--- config.mk ---
export PLATFORM = sky130hd
export DESIGN_NAME = chamfer_bp_engine
export DESIGN_NICKNAME = d
export VERILOG_FILES = /design/src/rtl/chamfer_bp_engine.sv
export SDC_FILE = /design/constraint.sdc
export NUM_CORES = 1
export LEC_CHECK = 0
export ABC_CLOCK_PERIOD_IN_PS = 8500
export CAP_MARGIN = 20
export CORE_MARGIN = 3
export CORE_UTILIZATION = 55
export DETAILED_ROUTE_END_ITERATION = 12
export PLACE_DENSITY = 0.77
export SYNTH_ARGS = -nofsm -noshare
export SYNTH_HDL_FRONTEND = slang
export SYNTH_SLANG_ARGS = --single-unit
--- constraint.sdc ---
create_clock -name clk -period 8.5 [get_ports clk]
set_input_delay 0.85 -clock clk [delete_from_list [all_inputs] [get_ports clk]]
set_output_delay 0.85 -clock clk [all_outputs]
set_load 0.03 [all_outputs]
--- src/rtl/chamfer_bp_engine.sv ---
// chamfer_bp_engine
// Backward (bottom-right to top-left) pass of the two-pass chamfer distance
// transform. Walks interior pixels in descending raster order, reads the
// centre and its E/SW/S/SE neighbours from a synchronous result RAM, and
// writes back the saturating weighted minimum only when it lowers the centre.
// Re-arms when fp_done drops after the pass has completed.
module chamfer_bp_engine #(
    parameter int IMG_W   = 128,
    parameter int IMG_H   = 128,
    parameter int DW      = 8,
    parameter int AW      = 14,
    parameter int ORTHO_W = 1,
    parameter int DIAG_W  = 1
) (
    input  logic          clk,
    input  logic          rstn,
    input  logic          fp_done,
    output logic          res_rd,
    output logic          res_wr,
    output logic [AW-1:0] res_addr,
    output logic [DW-1:0] res_do,
    input  logic [DW-1:0] res_di,
    output logic          bp_done
);

    localparam int CW = $clog2(IMG_W);

    localparam logic [AW-1:0] LAST   = AW'((IMG_H - 2) * IMG_W + IMG_W - 2);
    localparam logic [AW-1:0] FIRST  = AW'(IMG_W + 1);
    localparam logic [AW-1:0] ROW    = AW'(IMG_W);
    localparam logic [AW-1:0] ONE    = AW'(1);
    localparam logic [AW-1:0] THREE  = AW'(3);
    localparam logic [CW-1:0] COL1   = CW'(1);
    localparam logic [DW-1:0] MAXV   = '1;
    localparam logic [DW:0]   W_ORTH = (DW + 1)'(ORTHO_W);
    localparam logic [DW:0]   W_DIAG = (DW + 1)'(DIAG_W);

    typedef enum logic [3:0] {
        IDLE,
        ISSUE_C,
        CAP_C,
        ISSUE_E,
        ISSUE_SW,
        ISSUE_S,
        ISSUE_SE,
        CAP_SE,
        WB,
        NEXT,
        DONE
    } state_t;

    state_t        state;
    logic [AW-1:0] cur;
    logic [AW-1:0] cur_step;
    logic [DW-1:0] target;
    logic [DW-1:0] nb_e;
    logic [DW-1:0] nb_sw;
    logic [DW-1:0] nb_s;
    logic [DW-1:0] nv;

    // Neighbour plus weight, computed one bit wider so overflow clamps to
    // the maximum distance instead of wrapping around to a small value.
    function automatic logic [DW-1:0] sat_add(input logic [DW-1:0] a,
                                              input logic [DW:0]   w);
        logic [DW:0] s;
        s = {1'b0, a} + w;
        if (s > {1'b0, MAXV})
            return MAXV;
        return s[DW-1:0];
    endfunction

    function automatic logic [DW-1:0] min2(input logic [DW-1:0] a,
                                           input logic [DW-1:0] b);
        return (a < b) ? a : b;
    endfunction

    // Candidate value for the centre; evaluated in CAP_SE where the SE
    // neighbour is still on the read data bus.
    always_comb begin
        nv = target;
        nv = min2(nv, sat_add(nb_e,   W_ORTH));
        nv = min2(nv, sat_add(nb_s,   W_ORTH));
        nv = min2(nv, sat_add(nb_sw,  W_DIAG));
        nv = min2(nv, sat_add(res_di, W_DIAG));
    end

    // Next interior centre: skip the right border of the row above and the
    // left border of this row when leaving column 1.
    always_comb begin
        cur_step = (cur[CW-1:0] == COL1) ? (cur - THREE) : (cur - ONE);
    end

    // Capture centre and neighbour samples as each read returns.
    always_ff @(posedge clk) begin
        case (state)
            CAP_C:    target <= res_di;
            ISSUE_SW: nb_e   <= res_di;
            ISSUE_S:  nb_sw  <= res_di;
            ISSUE_SE: nb_s   <= res_di;
            default:  ;
        endcase
    end

    // Scan FSM; strobes and address are registered on entry to each state
    // so they are valid for the whole cycle the FSM sits in that state.
    always_ff @(posedge clk or negedge rstn) begin
        if (!rstn) begin
            state    <= IDLE;
            cur      <= LAST;
            res_rd   <= 1'b0;
            res_wr   <= 1'b0;
            res_addr <= '0;
            res_do   <= '0;
            bp_done  <= 1'b0;
        end else begin
            res_rd <= 1'b0;
            res_wr <= 1'b0;
            case (state)
                IDLE: begin
                    bp_done <= 1'b0;
                    if (fp_done) begin
                        state    <= ISSUE_C;
                        cur      <= LAST;
                        res_rd   <= 1'b1;
                        res_addr <= LAST;
                    end
                end
                ISSUE_C: begin
                    state <= CAP_C;
                end
                CAP_C: begin
                    if (res_di == '0) begin
                        // Zero is already the minimum; skip the neighbourhood.
                        state <= NEXT;
                    end else begin
                        state    <= ISSUE_E;
                        res_rd   <= 1'b1;
                        res_addr <= cur + ONE;
                    end
                end
                ISSUE_E: begin
                    state    <= ISSUE_SW;
                    res_rd   <= 1'b1;
                    res_addr <= cur + ROW - ONE;
                end
                ISSUE_SW: begin
                    state    <= ISSUE_S;
                    res_rd   <= 1'b1;
                    res_addr <= cur + ROW;
                end
                ISSUE_S: begin
                    state    <= ISSUE_SE;
                    res_rd   <= 1'b1;
                    res_addr <= cur + ROW + ONE;
                end
                ISSUE_SE: begin
                    state <= CAP_SE;
                end
                CAP_SE: begin
                    state <= WB;
                    // Only write when the distance actually drops.
                    if (nv < target) begin
                        res_wr   <= 1'b1;
                        res_addr <= cur;
                        res_do   <= nv;
                    end
                end
                WB: begin
                    state <= NEXT;
                end
                NEXT: begin
                    if (cur == FIRST) begin
                        state   <= DONE;
                        bp_done <= 1'b1;
                    end else begin
                        state    <= ISSUE_C;
                        cur      <= cur_step;
                        res_rd   <= 1'b1;
                        res_addr <= cur_step;
                    end
                end
                DONE: begin
                    if (!fp_done) begin
                        state   <= IDLE;
                        bp_done <= 1'b0;
                    end
                end
                default: begin
                    state <= IDLE;
                end
            endcase
        end
    end

endmodule

==> summary.md, run 1 <==
| Metric | Value |
|---|---|
| Setup TNS | 0 ns |
| Pre-CTS WS | -0.276 ns |
| Slew margin rel. | 24.8% |
| Pins Over Slew Limit | 0 |
| Max Cap Violations | 0 |
| GPL Wtd Cong | ~0.98 |
| Cell mode on critical path | ha_1 |
| N_diodes | 0 |
| FMAX | 119 MHz |
| Final setup margin | 0.0689 ns |
| Routed vias | 7,000 |
| Max clock buf depth | 2 |
| Most common cell after layout, fill and taps aside | nor2_1 |
| CTS H-tree lvls | 3 |
| Synth warn | 0 |
| Tcrit/Tclk final | 99.2% |
| Die area | 13,800 µm² |
| Starting density of the core | 56.6% |
| Vias in the first global route | 6,562 |
| Grt ovf | 0 |
| Worst-Margin Slew | 1.12 ns |
| HP Class | primary input to asynchronous set/reset pin |
| Layout area overhead | 27.3% |
| Most frequent cells in the layout | nor2_1 (86), nand2_1 (74), buf_4 (54) |
| DRC viols | 0 |
| Chip height | 117 µm |
| DRT iter0 DRCs | 768 |
| CTS tree | yes |
| Syn Inst Count | 842 |
| Start point of the critical path | nb_e[0]$_DFFE_PP_ |
| DRT Wirelength | 21,800 µm |
| Vias per cell | 6.45 |
| Reg2reg setup slack | a little under 0.07 ns |
| Final min period | 8.43 ns |
| Slowest-stage cell, CP | edfxtp_1 |
| Clock-pin slew on the worst setup and hold paths | 0.06 ns |
| Die width | approximately 120 µm |
| Layout cell share with drive strength beyond 1 | a little under a quarter |
| Main synth FF type | edfxtp_1 |
| CP startpoint kind | flop |
| WS Path Type | flop to flop |
| Latest clock arrival within the worst-skew pair | 0.34 ns |
| Clk sinks | between 70 and 80 |
| Drt pass-1 iters | 6 |
| Worst Path Required | 8.72 ns |
| Port Buffer Count | 35 |
| Final hold violation count | 0 |
| Design Area, Final | around 8700 µm² |
| Register bit total from synthesis | 75 |
| Overall Global Routing Usage | 29.4% |
| Sequential fraction of the synthesis area | 30.1% |
| Total CTS buffers | 9 |
| Crit path largest cell delay | 0.43 ns |
| # IOs | 36 |
| Wire per inst | 20.1 µm |
| First-pass GRT wire length | 33,400 µm |
| Asr flop ratio synth | a little under three fifths |
| RSZ-0062 raised after global routing | true |
| Critical-path maximum fanout | 7 |
| Clock skew | 0.0112 ns |
| Crit end category | flop |
| Pin count of the biggest net entering global routing | 44 |
| Nets | a little under 1,000 |
| Core Rows | 40 |
| Reg2reg start | nb_e[0]$_DFFE_PP_ |
| Final setup viols | 0 |
| Mean Syn Cell Area | around 8 µm² |
| Crit path arrival time | 8.65 ns |
| Antenna Nets Post-Route | 0 |
| Placeable Area | 12,100 µm² |
| EDFF count, synth | 32 |
| Synth Cell Area | 6830 µm² |
| DP HPWL | 14,500 µm |
| Syn Nets | ~900 |
| Post-DP Area | 7530 µm² |
| Netlist cell types | 70 |
| Status | finished clean |
| Initial antenna violation count | 0 |
| Root Buffer | clkbuf_16 |
==> metal layers <==
metal  vias up  wire length, µm  track usage, %
li1       3237                -               -
met1      3368             8670            36.5
met2       330            11000            51.2
met3        65             1270            4.29
met4         0              902            12.5
met5         -                0               0
==> metrics by stage <==
step / util (%) / hold slack (ns) / cells
after CTS: 65.7 / 0.510 / 1060
final: 72.1 / 0.338 / 1085
after global routing: 72.1 / 0.340 / 1085
after floorplan: - / 0.554 / 842
after detailed placement: 62.5 / 0.496 / 1038
after global placement: 62.5 / 0.489 / 1038
==> repair_timing <==
item                                    CTS  global route
cloned                                    0             1
endpoints found under the setup margin   23            23
pin swaps                                 2            43
hold buffers                              0             0
setup buffers                             6            24
resized for setup                        17           114
==> cells by family (layout without fill, tap and decap cells) <==
family                     count (synthesis)  count (layout)  synth area share [%]
and+or+nand+nor                          347             347                  24.8
AOI/OAI and AO/OA                        214             214                  21.4
buffers and inverters                     86             161                  4.78
DFF                                       75              75                  30.1
adders and majority gates                 49              49                  9.09
xor gates and xnor gates                  38              38                  4.87
muxes                                     33              33                  5.08
==> final timing paths <==
| kind | endpoint | depth (start not counted) |
|---|---|---|
| worst max-delay path | res_addr[3]$_DFFE_PN0P_ | 45 |
| worst min-delay path | res_addr[6]$_DFFE_PN0P_ | 1 |
| worst max register to register | res_addr[3]$_DFFE_PN0P_ | 45 |
| worst min register to register | res_do[2]$_DFFE_PN0P_ | 1 |
| max in group asynchronous | cur[13]$_DFFE_PN1P_ | 2 |
| min in group clk | res_do[2]$_DFFE_PN0P_ | 1 |
==> sequential cells by signal (all words and copies together), names as in the netlist <==
name / cells
state: 4
res_do: 8
nb_s: 8
nb_e: 8
target: 8
res_rd: 1
cur: 14
bp_done: 1
nb_sw: 8
res_addr: 14
res_wr: 1
==> synth_stat cells (all sizes together) (4+ instances only) <==
cell type,instances,area (µm²)
o22ai,4,25.0
o21ai,47,243
nand2b,6,37.5
xor2,20,175
and3,23,144
nor3b,5,37.5
nand4,12,81.3
a211o,4,35.0
mux2,13,146
nor3,30,161
a21oi,55,287
a21o,10,75.1
clkbuf,36,135
or3,11,68.8
o211ai,8,60.1
and2,12,75.1
or2,4,25.0
dfstp,12,315
a221oi,16,140
o221ai,8,70.1
dfrtp,31,776
mux2i,20,200
nor4,4,25.0
nand3,51,255
nand2,80,300
edfxtp,32,961
xnor2,18,158
inv,41,154
nor2,92,345
a211oi,11,92.6
buf,7,30.0
a31oi,14,109
o21a,9,67.6
ha,48,601
nand3b,9,67.6
==> layout make-up <==
cell class | instances | area (µm²)
multi-input cells | 681 | 5050
flip-flops and latches | 75 | 2050
well taps | 168 | 210
repair buffers | 102 | 915
inverters | 43 | 161
clock inverters | 7 | 82.6
clock buffers | 9 | 225
fillers | 873 | 3370
==> critical path, delay by kind of cell, from the launching register on <==
| family | cells | cell delay, ns |
|---|---|---|
| compound gates | 18 | 3.00 |
| simple gates | 13 | 1.98 |
| fa+ha+maj | 6 | 1.60 |
| mux | 3 | 0.77 |
| buf+inv | 5 | 0.55 |
| flops | 1 | 0.43 |
Power of run 1 is left out: the tool's default activity adds up to more than one toggle a clock period on the data nets, which glitch-free logic cannot reach.
==> run 2: changes to the inputs <==
CORE_ASPECT_RATIO = 1.75   (was unset)
==> summary.md, run 2 (synthesis results as in run 1) <==
| Metric | Value |
|---|---|
| Clk sinks | 75 |
| Final hold violation count | 0 |
| Antenna Nets Post-Route | 0 |
| Vias per cell | 6.66 |
| WS Path Type | flop to flop |
| N_diodes | 0 |
| First-pass GRT wire length | 34,500 µm |
| Die width | 90.2 µm |
| Initial antenna violation count | 0 |
| Worst r2r path cells | 49 |
| Design Area, Final | 8650 µm² |
| Clock skew | 0.00822 ns |
| Latest clock arrival within the worst-skew pair | 0.34 ns |
| Routed vias | just over 7,000 |
| Max clock buf depth | 2 |
| Status | complete, but fails checks |
| Chip height | 153 µm |
| Die area | 13,800 µm² |
| Reg2reg setup slack | -0.40 ns |
| Cell mode on critical path | ha_4 |
| Slew margin rel. | ~30% |
| CTS tree | yes |
| RSZ-0062 raised after global routing | true |
| Placeable Area | 12,100 µm² |
| Port Buffer Count | 35 |
| Starting density of the core | approximately 57% |
| Failing checks | negative setup slack |
| Critical Path Stages | 49 |
| Grt ovf | 0 |
| Core Rows | 53 |
| Start point of the critical path | nb_e[2]$_DFFE_PP_ |
| Pins Over Slew Limit | 0 |
| Post-DP Area | 7460 µm² |
| GPL Wtd Cong | 1.00 |
| CP top delay family | compound AO/OA/AOI/OAI gates |
| Overall Global Routing Usage | 30.8% |
| DRT Wirelength | ~24,000 µm |
| Pin count of the biggest net entering global routing | 44 |
| Tcrit/Tclk final | 105% |
| Biggest regs | cur (14), res_addr (14) |
| DP HPWL | 15,700 µm |
| # hold bufs at CTS | 0 |
| Final setup margin | -0.395 ns |
| Crit path buf inv count | 6 |
| Most frequent cells in the layout | nor2_1 (83), nand2_1 (74), buf_4 (50) |
| DRC viols | 0 |
| Worst Path Required | 8.72 ns |
| Nets | 970 |
| Reg2reg end | res_do[2]$_DFFE_PN0P_ |
| Crit path arrival time | 9.12 ns |
| Most common cell after layout, fill and taps aside | nor2_1 |
| Clock-pin slew on the worst setup and hold paths | 0.06 ns |
| Final setup viols | 23 |
| Crit path to | res_do[2]$_DFFE_PN0P_ |
| Vias in the first global route | 7,106 |
| Finished Core Util | 71.7% |
| Crit end category | flop |
| CTS H-tree lvls | 3 |
| Root Buffer | clkbuf_16 |
| CP startpoint kind | flop |
| DRT iter0 DRCs | 524 |
| Critical-path maximum fanout | 8 |
| Layout area overhead | 26.7% |
| Crit path largest cell delay | 0.43 ns |
| Drt pass-1 iters | 7 |
| Final min period | 8.90 ns |
| Layout cell share with drive strength beyond 1 | ~23% |
| Fin Hold WS | ~0.50 ns |
| HP Class | flop to flop |
| # IOs | 36 |
| FMAX | 112 MHz |
| Max Cap Violations | 0 |
| Total CTS buffers | 9 |
| Wire per inst | 22.0 µm |
| Worst-Margin Slew | about 1.0 ns |
| Reg2reg start | nb_e[2]$_DFFE_PP_ |
| Slowest-stage cell, CP | edfxtp_1 |
-- run 2: per-stage QoR --
stage               setup TNS, ns  cells  worst slack [ns]
finish                      -7.06   1080            -0.395
global route               -16.73   1080            -0.804
CTS                     -0.000641   1058         -0.000641
detailed placement         -10.22   1028            -0.524
global placement           -0.405   1028           -0.0458
floorplan                       0    842           0.00382
-- run 2: metal layers --
layer	vias to the layer above	share of wire [%]	global-route usage (%)
met4	0	8.6	23.0
li1	3231	-	-
met3	150	4.4	3.15
met1	3424	33	29.9
met5	-	0	0
met2	385	54	58.8
-- run 2: how the worst min path moves through the flow --
stage	from	end	slack, ns	depth (start not counted)
after floorplan	rstn	bp_done$_DFFE_PN0P_	0.55	0
after detailed placement	res_do[7]$_DFFE_PN0P_	res_do[7]$_DFFE_PN0P_	0.49	1
after global routing	res_do[6]$_DFFE_PN0P_	res_do[6]$_DFFE_PN0P_	0.53	1
after global placement	res_do[3]$_DFFE_PN0P_	res_do[3]$_DFFE_PN0P_	0.49	1
final	res_do[7]$_DFFE_PN0P_	res_do[7]$_DFFE_PN0P_	0.50	1
after CTS	res_do[7]$_DFFE_PN0P_	res_do[7]$_DFFE_PN0P_	0.51	1
-- run 2: repair_timing --
| action | in CTS | in global routing |
|---|---|---|
| gates resized for setup | 38 | 90 |
| pin swaps | 8 | 48 |
| setup buffers | 12 | 20 |
| setup endpoints to repair | 23 | 23 |
| gates cloned | 2 | 2 |
-- run 2: area by class of cell --
class                      instances  area [µm²]
inverter                          43         164
timing repair buffer             100         940
sequential                        75        2050
clock buffer                       9         225
tap                              165         206
clock inverter                     7        65.1
multi-input combinational        681        5000
fill                             904        3420
Power of run 2 is left out for the same reason.
==> run 3: changes to the inputs <==
MAX_ROUTING_LAYER = met4   (was unset)
==> summary.md, run 3 (synthesis results as in run 1) <==
| Metric | Value |
|---|---|
| Max Cap Violations | 0 |
| Root Buffer | clkbuf_16 |
| Final hold violation count | 0 |
| Crit end category | flop |
| DRT iter0 DRCs | between 500 and 600 |
| Total CTS buffers | 9 |
| Worst r2r path cells | 50 |
| Crit path arrival time | roughly 9 ns |
| Vias in the first global route | 7,223 |
| Placeable Area | 12,100 µm² |
| Biggest regs | cur (14), res_addr (14) |
| Antenna Nets Post-Route | 0 |
| CP startpoint kind | flop |
| Worst-Margin Slew | 1.04 ns |
| Die width | 90.2 µm |
| Hold depth | 1 |
| Most frequent cells in the layout | nor2_1 (82), nand2_1 (73), buf_4 (66) |
| Most common cell after layout, fill and taps aside | nor2_1 |
| Cell mode on critical path | a21oi_2 |
| Final setup margin | -0.179 ns |
| GPL Wtd Cong | 0.992 |
| Routed vias | about 7,200 |
| DRT Wirelength | 23,700 µm |
| Latest clock arrival within the worst-skew pair | between 0.3 and 0.4 ns |
| Wire per inst | 21.5 µm |
| Nets | 989 |
| Status | complete, but fails checks |
| Slowest-stage cell, CP | or4b_1 |
| Clock skew | roughly 0.0085 ns |
| Fill count | between 900 and 1,000 |
| Core Rows | 53 |
| Drt pass-1 iters | 7 |
| Clk sinks | 75 |
| # IOs | 36 |
| Pins Over Slew Limit | 0 |
| Chip height | 153 µm |
| Tcrit/Tclk final | 102% |
| Setup TNS | -2.57 ns |
| Port Buffer Count | 35 |
| CTS tree | yes |
| Design Area, Final | 8790 µm² |
| DP HPWL | 16,100 µm |
| Final min period | 8.68 ns |
| # hold bufs at CTS | 0 |
| Slew margin rel. | 30.4% |
| Initial antenna violation count | 0 |
| Failing checks | negative setup slack |
| FMAX | between 100 and 150 MHz |
| Pin count of the biggest net entering global routing | 44 |
| Worst Path Required | 8.77 ns |
| Starting density of the core | 56.6% |
| Critical-path maximum fanout | 7 |
| WS Path Type | flop to flop |
| Vias per cell | 6.57 |
| Grt ovf | 0 |
| Final setup viols | 23 |
| Post-DP Area | roughly 7500 µm² |
| DRC viols | 0 |
| CTS H-tree lvls | 3 |
| N_diodes | 0 |
| Crit path largest cell delay | roughly 0.46 ns |
| Clock-pin slew on the worst setup and hold paths | 0.06 ns |
| Layout cell share with drive strength beyond 1 | 23.8% |
| First-pass GRT wire length | 35,600 µm |
| RSZ-0062 raised after global routing | true |
| HP Class | flop to flop |
| Die area | roughly 14,000 µm² |
| Overall Global Routing Usage | 32.9% |
| Layout area overhead | 28.8% |
| Max clock buf depth | 2 |
run 3: worst max-delay path, delay by kind of cell, from the launching register on:
kind	cells	cell delay, ns
AND/OR/NAND/NOR	15	2.01
flip-flops	1	0.43
multiplexers	3	0.99
buffers and inverters	7	0.92
XOR/XNOR	1	0.21
AO/OA/AOI/OAI	18	2.64
adder cells (fa/ha/maj)	6	1.41
run 3: layout make-up:
type / count / area, µm² / share of cell area (%)
clock buffers: 9 / 225 / 2.56
clock inverters: 7 / 82.6 / 0.939
inverters: 43 / 164 / 1.86
multi-input cells: 681 / 4960 / 56.4
flip-flops and latches: 75 / 2050 / 23.3
well taps: 165 / 206 / 2.35
repair buffers: 119 / 1100 / 12.5
run 3: final timing paths:
path	slack (ns)	from	to
worst max-delay path	-0.18	nb_e[0]$_DFFE_PP_	res_addr[2]$_DFFE_PN0P_
worst min-delay path	0.51	res_do[3]$_DFFE_PN0P_	res_do[3]$_DFFE_PN0P_
worst max register to register	-0.18	nb_e[0]$_DFFE_PP_	res_addr[2]$_DFFE_PN0P_
worst min register to register	0.51	res_do[3]$_DFFE_PN0P_	res_do[3]$_DFFE_PN0P_
max in group asynchronous	7.15	rstn	state[2]$_DFFE_PN0P_
min in group asynchronous	0.70	rstn	res_addr[9]$_DFFE_PN0P_
run 3: stage by stage:
stage                     utilization [%]  hold WS, ns  std cells  setup WS, ns
after floorplan                         -        0.554        842       0.00382
after global placement               62.5        0.493       1035        -0.111
after detailed placement             62.5        0.500       1036        -0.540
after CTS                            68.3        0.515       1077       0.00500
after global routing                 72.9        0.540       1099        -0.641
final                                72.9        0.513       1099        -0.179
run 3: routing by layer:
| metal | share of wire (%) | global-route usage (%) | vias up |
|---|---|---|---|
| li1 | - | - | 3274 |
| met5 | 0 | - | - |
| met3 | 3.8 | 2.90 | 124 |
| met1 | 34 | 29.8 | 3497 |
| met4 | 7.4 | 22.4 | 0 |
| met2 | 55 | 63.1 | 329 |
run 3: repair_timing:
action / in CTS / in global routing
resized for setup: 39 / 84
cloned: 2 / 3
setup buffers: 23 / 20
endpoints found under the setup margin: 23 / 23
pin swaps: 22 / 42
Power of run 3 is left out for the same reason.
